==> src/rtl/prim_arbiter_rr_buf.sv <==
// N-port arbiter (round-robin or fixed priority) feeding a single-entry
// registered output buffer with ready/valid handshake.
module prim_arbiter_rr_buf #(
    parameter int unsigned N          = 8,
    parameter int unsigned DW         = 32,
    parameter bit          EnDataPort = 1'b1,
    parameter bit          RoundRobin = 1'b1,
    localparam int unsigned IdxW      = $clog2(N)
) (
    input  logic                clk_i,
    input  logic                rst_i,
    input  logic [N-1:0]        req_i,
    input  logic [DW-1:0]       data_i [N],
    input  logic                ready_i,
    output logic [N-1:0]        gnt_o,
    output logic [IdxW-1:0]     idx_o,
    output logic                valid_o,
    output logic [DW-1:0]       data_o
);

    logic [IdxW-1:0] ptr_q;
    logic [IdxW-1:0] win_idx;
    logic            found;
    logic            load_en;
    logic            grant;
    int unsigned     cand;

    assign load_en = !valid_o || ready_i;
    assign grant   = load_en && found && !rst_i;

    // Search ptr+1 .. ptr (wrapping) in round-robin mode, 0 .. N-1 in fixed mode.
    always_comb begin
        found   = 1'b0;
        win_idx = '0;
        cand    = 0;
        for (int unsigned k = 0; k < N; k++) begin
            cand = RoundRobin ? (32'(ptr_q) + 32'd1 + k) : k;
            if (cand >= N) begin
                cand = cand - N;
            end
            if (!found && req_i[IdxW'(cand)]) begin
                found   = 1'b1;
                win_idx = IdxW'(cand);
            end
        end
    end

    always_comb begin
        gnt_o = '0;
        if (grant) begin
            gnt_o[win_idx] = 1'b1;
        end
    end

    // Output buffer; idx/data keep their last values while empty.
    always_ff @(posedge clk_i or posedge rst_i) begin
        if (rst_i) begin
            valid_o <= 1'b0;
            idx_o   <= '0;
            data_o  <= '0;
            ptr_q   <= IdxW'(N - 1);
        end else if (load_en) begin
            valid_o <= found;
            if (found) begin
                idx_o  <= win_idx;
                data_o <= EnDataPort ? data_i[win_idx] : '0;
                if (RoundRobin) begin
                    ptr_q <= win_idx;
                end
            end
        end
    end

endmodule

==> config.mk <==
export PLATFORM = sky130hd
export DESIGN_NAME = prim_arbiter_rr_buf
export DESIGN_NICKNAME = d
export VERILOG_FILES = /design/src/rtl/prim_arbiter_rr_buf.sv
export SDC_FILE = /design/constraint.sdc
export NUM_CORES = 1
export LEC_CHECK = 0
export BUFFER_PORTS_ARGS = -buffer_cell sky130_fd_sc_hd__clkbuf_2
export CORE_AREA = 8 8 113 115
export CTS_CLUSTER_DIAMETER = 80
export DETAILED_ROUTE_END_ITERATION = 8
export DIE_AREA = 0 0 121 123
export PLACE_DENSITY_LB_ADDON = 0.1
export SYNTH_ARGS = -nofsm -noshare
export SYNTH_HDL_FRONTEND = slang
export SYNTH_SLANG_ARGS = --single-unit
==> constraint.sdc <==
create_clock -name clk_i -period 10.7 [get_ports clk_i]
set_input_delay 0.535 -clock clk_i [delete_from_list [all_inputs] [get_ports clk_i]]
set_output_delay 0.535 -clock clk_i [all_outputs]
set_load 0.02 [all_outputs]
* After elaboration in Yosys (flattened, before gate mapping)
Cells that the tools add are included.
Storage, ports and cells: register bits 39, input bits 267, output and inout port bits 44, word-level logic and storage cells 107
Operators by class: add/subtract/negate cells 16, magnitude comparators 19, mux-type cells 46, bitwise operators 1, reduce and logical (&&, ||, !) cells 21
Operators by type and width (number):
- 32-bit binary-select mux with 3-bit select | 1
- 32-bit two-way mux | 2
- 3-bit two-way mux | 16
- 3-bit by 4-bit < comparator with 1-bit output, second input constant | 9
- 5-bit by 4-bit >= comparator with 1-bit output, second input constant | 7
- 1-bit binary-select mux with 3-bit select | 8
- 3-bit by 1-bit subtractor with 3-bit output, second input constant | 8
- 4-bit by 3-bit adder with 5-bit output, second input constant | 4
- 1-bit two-way mux | 17
- 4-bit by 2-bit adder with 5-bit output, second input constant | 2
- 1-bit logical AND | 10
- 1-bit logical NOT | 9
- 4-bit >= comparator, second input constant | 2
- 8-bit two-way mux | 1
- 4-bit by 1-bit adder with 5-bit output, second input constant | 1
- 3-bit by 1-bit adder with 4-bit output, second input constant | 1
- 3-bit inverter with 4-bit output | 1
- 1-bit demux with 3-bit select | 1
- 3-bit by 1-bit >= comparator with 1-bit output, second input constant | 1
- 2-bit AND reduction | 1
- 1-bit logical OR | 1

* Logic depth before layout (Yosys ltp)
depth after elaboration 32, gate-level depth with buffers 17, depth with buffers taken out 11

* Worst setup path after synthesis
Ideal clock, no wire load.
path type register to output, start point register ptr_q[0], end point output port gnt_o[0], arrival 3776 ps, required time 10165 ps, setup slack 6389 ps, stages on the path, launching flop included 17, buffers on the path 6, cells stage by stage dfstp_2 -> buf_6 -> buf_6 -> buf_6 -> inv_1 -> ha_1 -> buf_2 -> inv_1 -> mux4_2 -> nor3b_1 -> nor4_2 -> nor2_1 -> o21ai_2 -> buf_4 -> clkbuf_1 -> nand3_1 -> nor2_1
On the way: word-level cells in the longest chain between the ends 32, elaborated cells between the ends (all ways) 86, those cells by class add/sub (16); order compare (10); mux (43); reduce/logical (17)
RTL lines:
- start, declared | line 21 | logic [IdxW-1:0] ptr_q;
- start signal, assigned | line 61 | ptr_q <= IdxW'(N - 1);
- start signal, assigned | line 68 | ptr_q <= win_idx;
- 3-bit by 1-bit adder with 4-bit output (*) | line 37 | cand = RoundRobin ? (32'(ptr_q) + 32'd1 + k) : k;
- branches (longest 30 deep; another with 4-bit by 1-bit adder with 5-bit output)
- 8-bit two-way mux (*) | line 50 | if (grant) begin
- end, declared | line 15 | output logic [N-1:0] gnt_o,
Mark *: on every way between the ends. The select of a mux whose other input is x is not followed.

* Worst setup path in the final report
start point register ptr_q[0], end point output port gnt_o[4]
The elaborated chain is that of the path after synthesis.

==> impl_metrics.ini <==
[cts]
cts_hold_repair.buffers = 0
cts_setup_buffers = 0
clockBufferDepth = 2
cts_resized = 0
clock_tree.root_cell = clkbuf_16
clock-sinks = 39
h-tree-depth = 2
cts_buffers = 5
clk_pin_slew_worst_paths_ps = 60
clk_latency_ps = 280
tritoncts = yes

[sta]
finalHoldViolations = 0
tns_ps = 0
fin_hold_ws_ps = 372
rsz0062_at_grt = false
worstMarginPinSlew_ps = 1020
fin_skew_ps = 3.17
period_share_pct = 60.2
max_freq_mhz = 155
slew_violations = 0
min_period_ps = 6440
slew_headroom_pct = 31.8
setup_violations = 0

[global_routing]
grt_pass1_wl_um = 31600
antenna_found_initial = 0
overflow = 0
grt_use_total_pct = 26.3
grt_pass1_vias = 5756
grt_max_degree = 81

[worst_setup_path]
endpoint_kind = output port
cp_data_required_time_ps = 10170
startpoint_type = flop
worstSetupPathType = flop to output port
crit_fanout = 80
cp.arrival_ps = 5910
r2r_cells = 13

[routing]
vias = 5756
antenna_left = 0
drt-pass1-iter-count = 5
avgViaCountPerCell = 5.96
drt_iter0_markers = 500
wl_um = 21100
met1_length_um = 8210
wl_met2_um = 10800
drc_errors = 0
wl_met3_um = 1640
highest_layer = met4
wl_per_cell_um = 21.8

[synth]
netlist_instances = 549
syn-mean-instance-area_um2 = 8.89
synth_ff_type = dfrtp_1
syn-num-nets = 818
ys_ff_latch = 39
yosysWarnings = 0
synth-seq-area-share_pct = 20.1
synth_edf_count = 0
synth_async_sr_flop_share_pct = 100
netlist-cell-type-count = 64
synth_area_um2 = 4880

[cells_and_area]
fin_nets = 1092
syn_to_final_growth_pct = 34.1
post-route-util_pct = 59.1
insertedDiodeCount = 0
drive_above_1_share_pct = 49.9
final_cells = 966

[job]
max_cap_violations = 0

[placement]
dpl.cell_count = 959
gp_congestion = 0.905
port_buffers = 310
dp_hpwl_um = 16900

[floorplanning]
ios = 311
core.rowCount = 39
core_area_um2 = 11100
start_util_pct = 44.1
fp.dieArea_um2 = 14900
die_w_um = 121
die_h_um = 123

[worst_hold_path]
hold_path_class = input pin to asynchronous set/reset pin

[run_status]
status = completed
-- registers in the layout (all words and copies together), names as in the netlist --
register and cells:
data_o 32, idx_o 3, ptr_q 3, valid_o 1
-- metrics by stage --
step / setup slack (ps) / area [um^2]
global placement: 4600 / 6400
finish: 4260 / 6550
CTS: 4260 / 6550
global route: 3780 / 6550
floorplan: 6390 / 4880
detailed placement: 4400 / 6400
-- cells by family (layout without fill, tap and decap cells) --
| group | count (synthesis) | count (layout) | share of synthesized area [%] |
|---|---|---|---|
| fa+ha+maj | 2 | 2 | 0.513 |
| mux | 101 | 101 | 24.8 |
| simple gates | 179 | 179 | 16.3 |
| xor+xnor | 6 | 6 | 1.74 |
| compound gates | 162 | 162 | 29.9 |
| buf+inv | 60 | 334 | 6.66 |
| flops | 39 | 39 | 20.1 |
-- worst paths after layout --
check,start,to,slack (ps)
max,ptr_q[0],gnt_o[4],4260
max reg2reg,ptr_q[0],data_o[31],4430
min,rst_i,data_o[22],370
min reg2reg,idx_o[1],idx_o[1],480
min in group clk_i,idx_o[1],idx_o[1],480
max in group asynchronous,rst_i,data_o[30],9920
-- worst max-delay path, stage by stage (launching register included) --
cell and delay, ps:
dfstp_2 1000, inv_1 140, ha_1 1000, inv_1 340, mux4_2 610, nor3b_1 180
nor4_2 180, nor2_1 140, o21ai_4 440, buf_4 810, nand3_1 350, nor2_1 200
clkbuf_2 190
-- cells in the mapped netlist, drive strengths merged (3+ instances only) --
cell,n,area (um^2)
xnor2,3,45.1
buf,43,261
o31ai,12,150
o21ai,12,63.8
nor2,28,110
mux4,13,293
dfrtp,36,901
nor4,3,40.0
a22oi,3,22.5
o211ai,3,22.5
mux2i,60,601
clkbuf,8,30.0
a2111oi,14,173
nor3,4,20.0
a32o,35,350
a211oi,15,148
o22ai,15,93.8
nand2,112,423
nand3,9,45.0
and2,16,105
a221oi,8,87.6
inv,9,33.8
o21a,4,30.0
dfstp,3,78.8
a22o,7,61.3
a21boi,7,52.6
a32oi,7,61.3
mux2,28,319
a21oi,9,48.8
-- per-layer routing --
layer,global-route usage (%),vias to the layer above
met2,45.6,308
met4,6.56,0
li1,-,2662
met5,0,-
met3,4.89,28
met1,33.1,2758
-- final cells by class --
type	instances	area, um^2
well taps	143	179
flip-flops and latches	39	980
multi-input cells	450	3600
repair buffers	318	1610
clock buffers	6	139
inverters	9	33.8
clock inverters	1	5.00
fillers	1032	4530
-- placed cells by master (no fill, tap or decap), types with 3 or more instances in the layout --
cell type,netlist,final
a2111oi_0,6,6
a2111oi_2,8,8
a211oi_1,8,8
a211oi_2,7,7
a21boi_1,7,7
a21oi_1,8,8
a221oi_1,7,7
a22o_1,7,7
a22oi_1,3,3
a32o_1,35,35
a32oi_1,7,7
and2_1,14,14
buf_4,13,8
clkbuf_16,0,5
clkbuf_2,0,310
dfrtp_1,36,36
dfstp_2,3,3
inv_1,9,8
mux2_2,25,25
mux2i_1,60,60
mux4_2,13,13
nand2_1,111,111
nand3_1,9,9
nor2_1,26,25
nor2_2,2,3
nor3_1,4,4
o211ai_1,3,3
o21a_1,4,3
o21ai_0,10,10
o22ai_1,15,15
o31ai_2,12,12
Power is not shown: default switching activity piles up to over one toggle a cycle in this logic, so the estimate is an artifact.
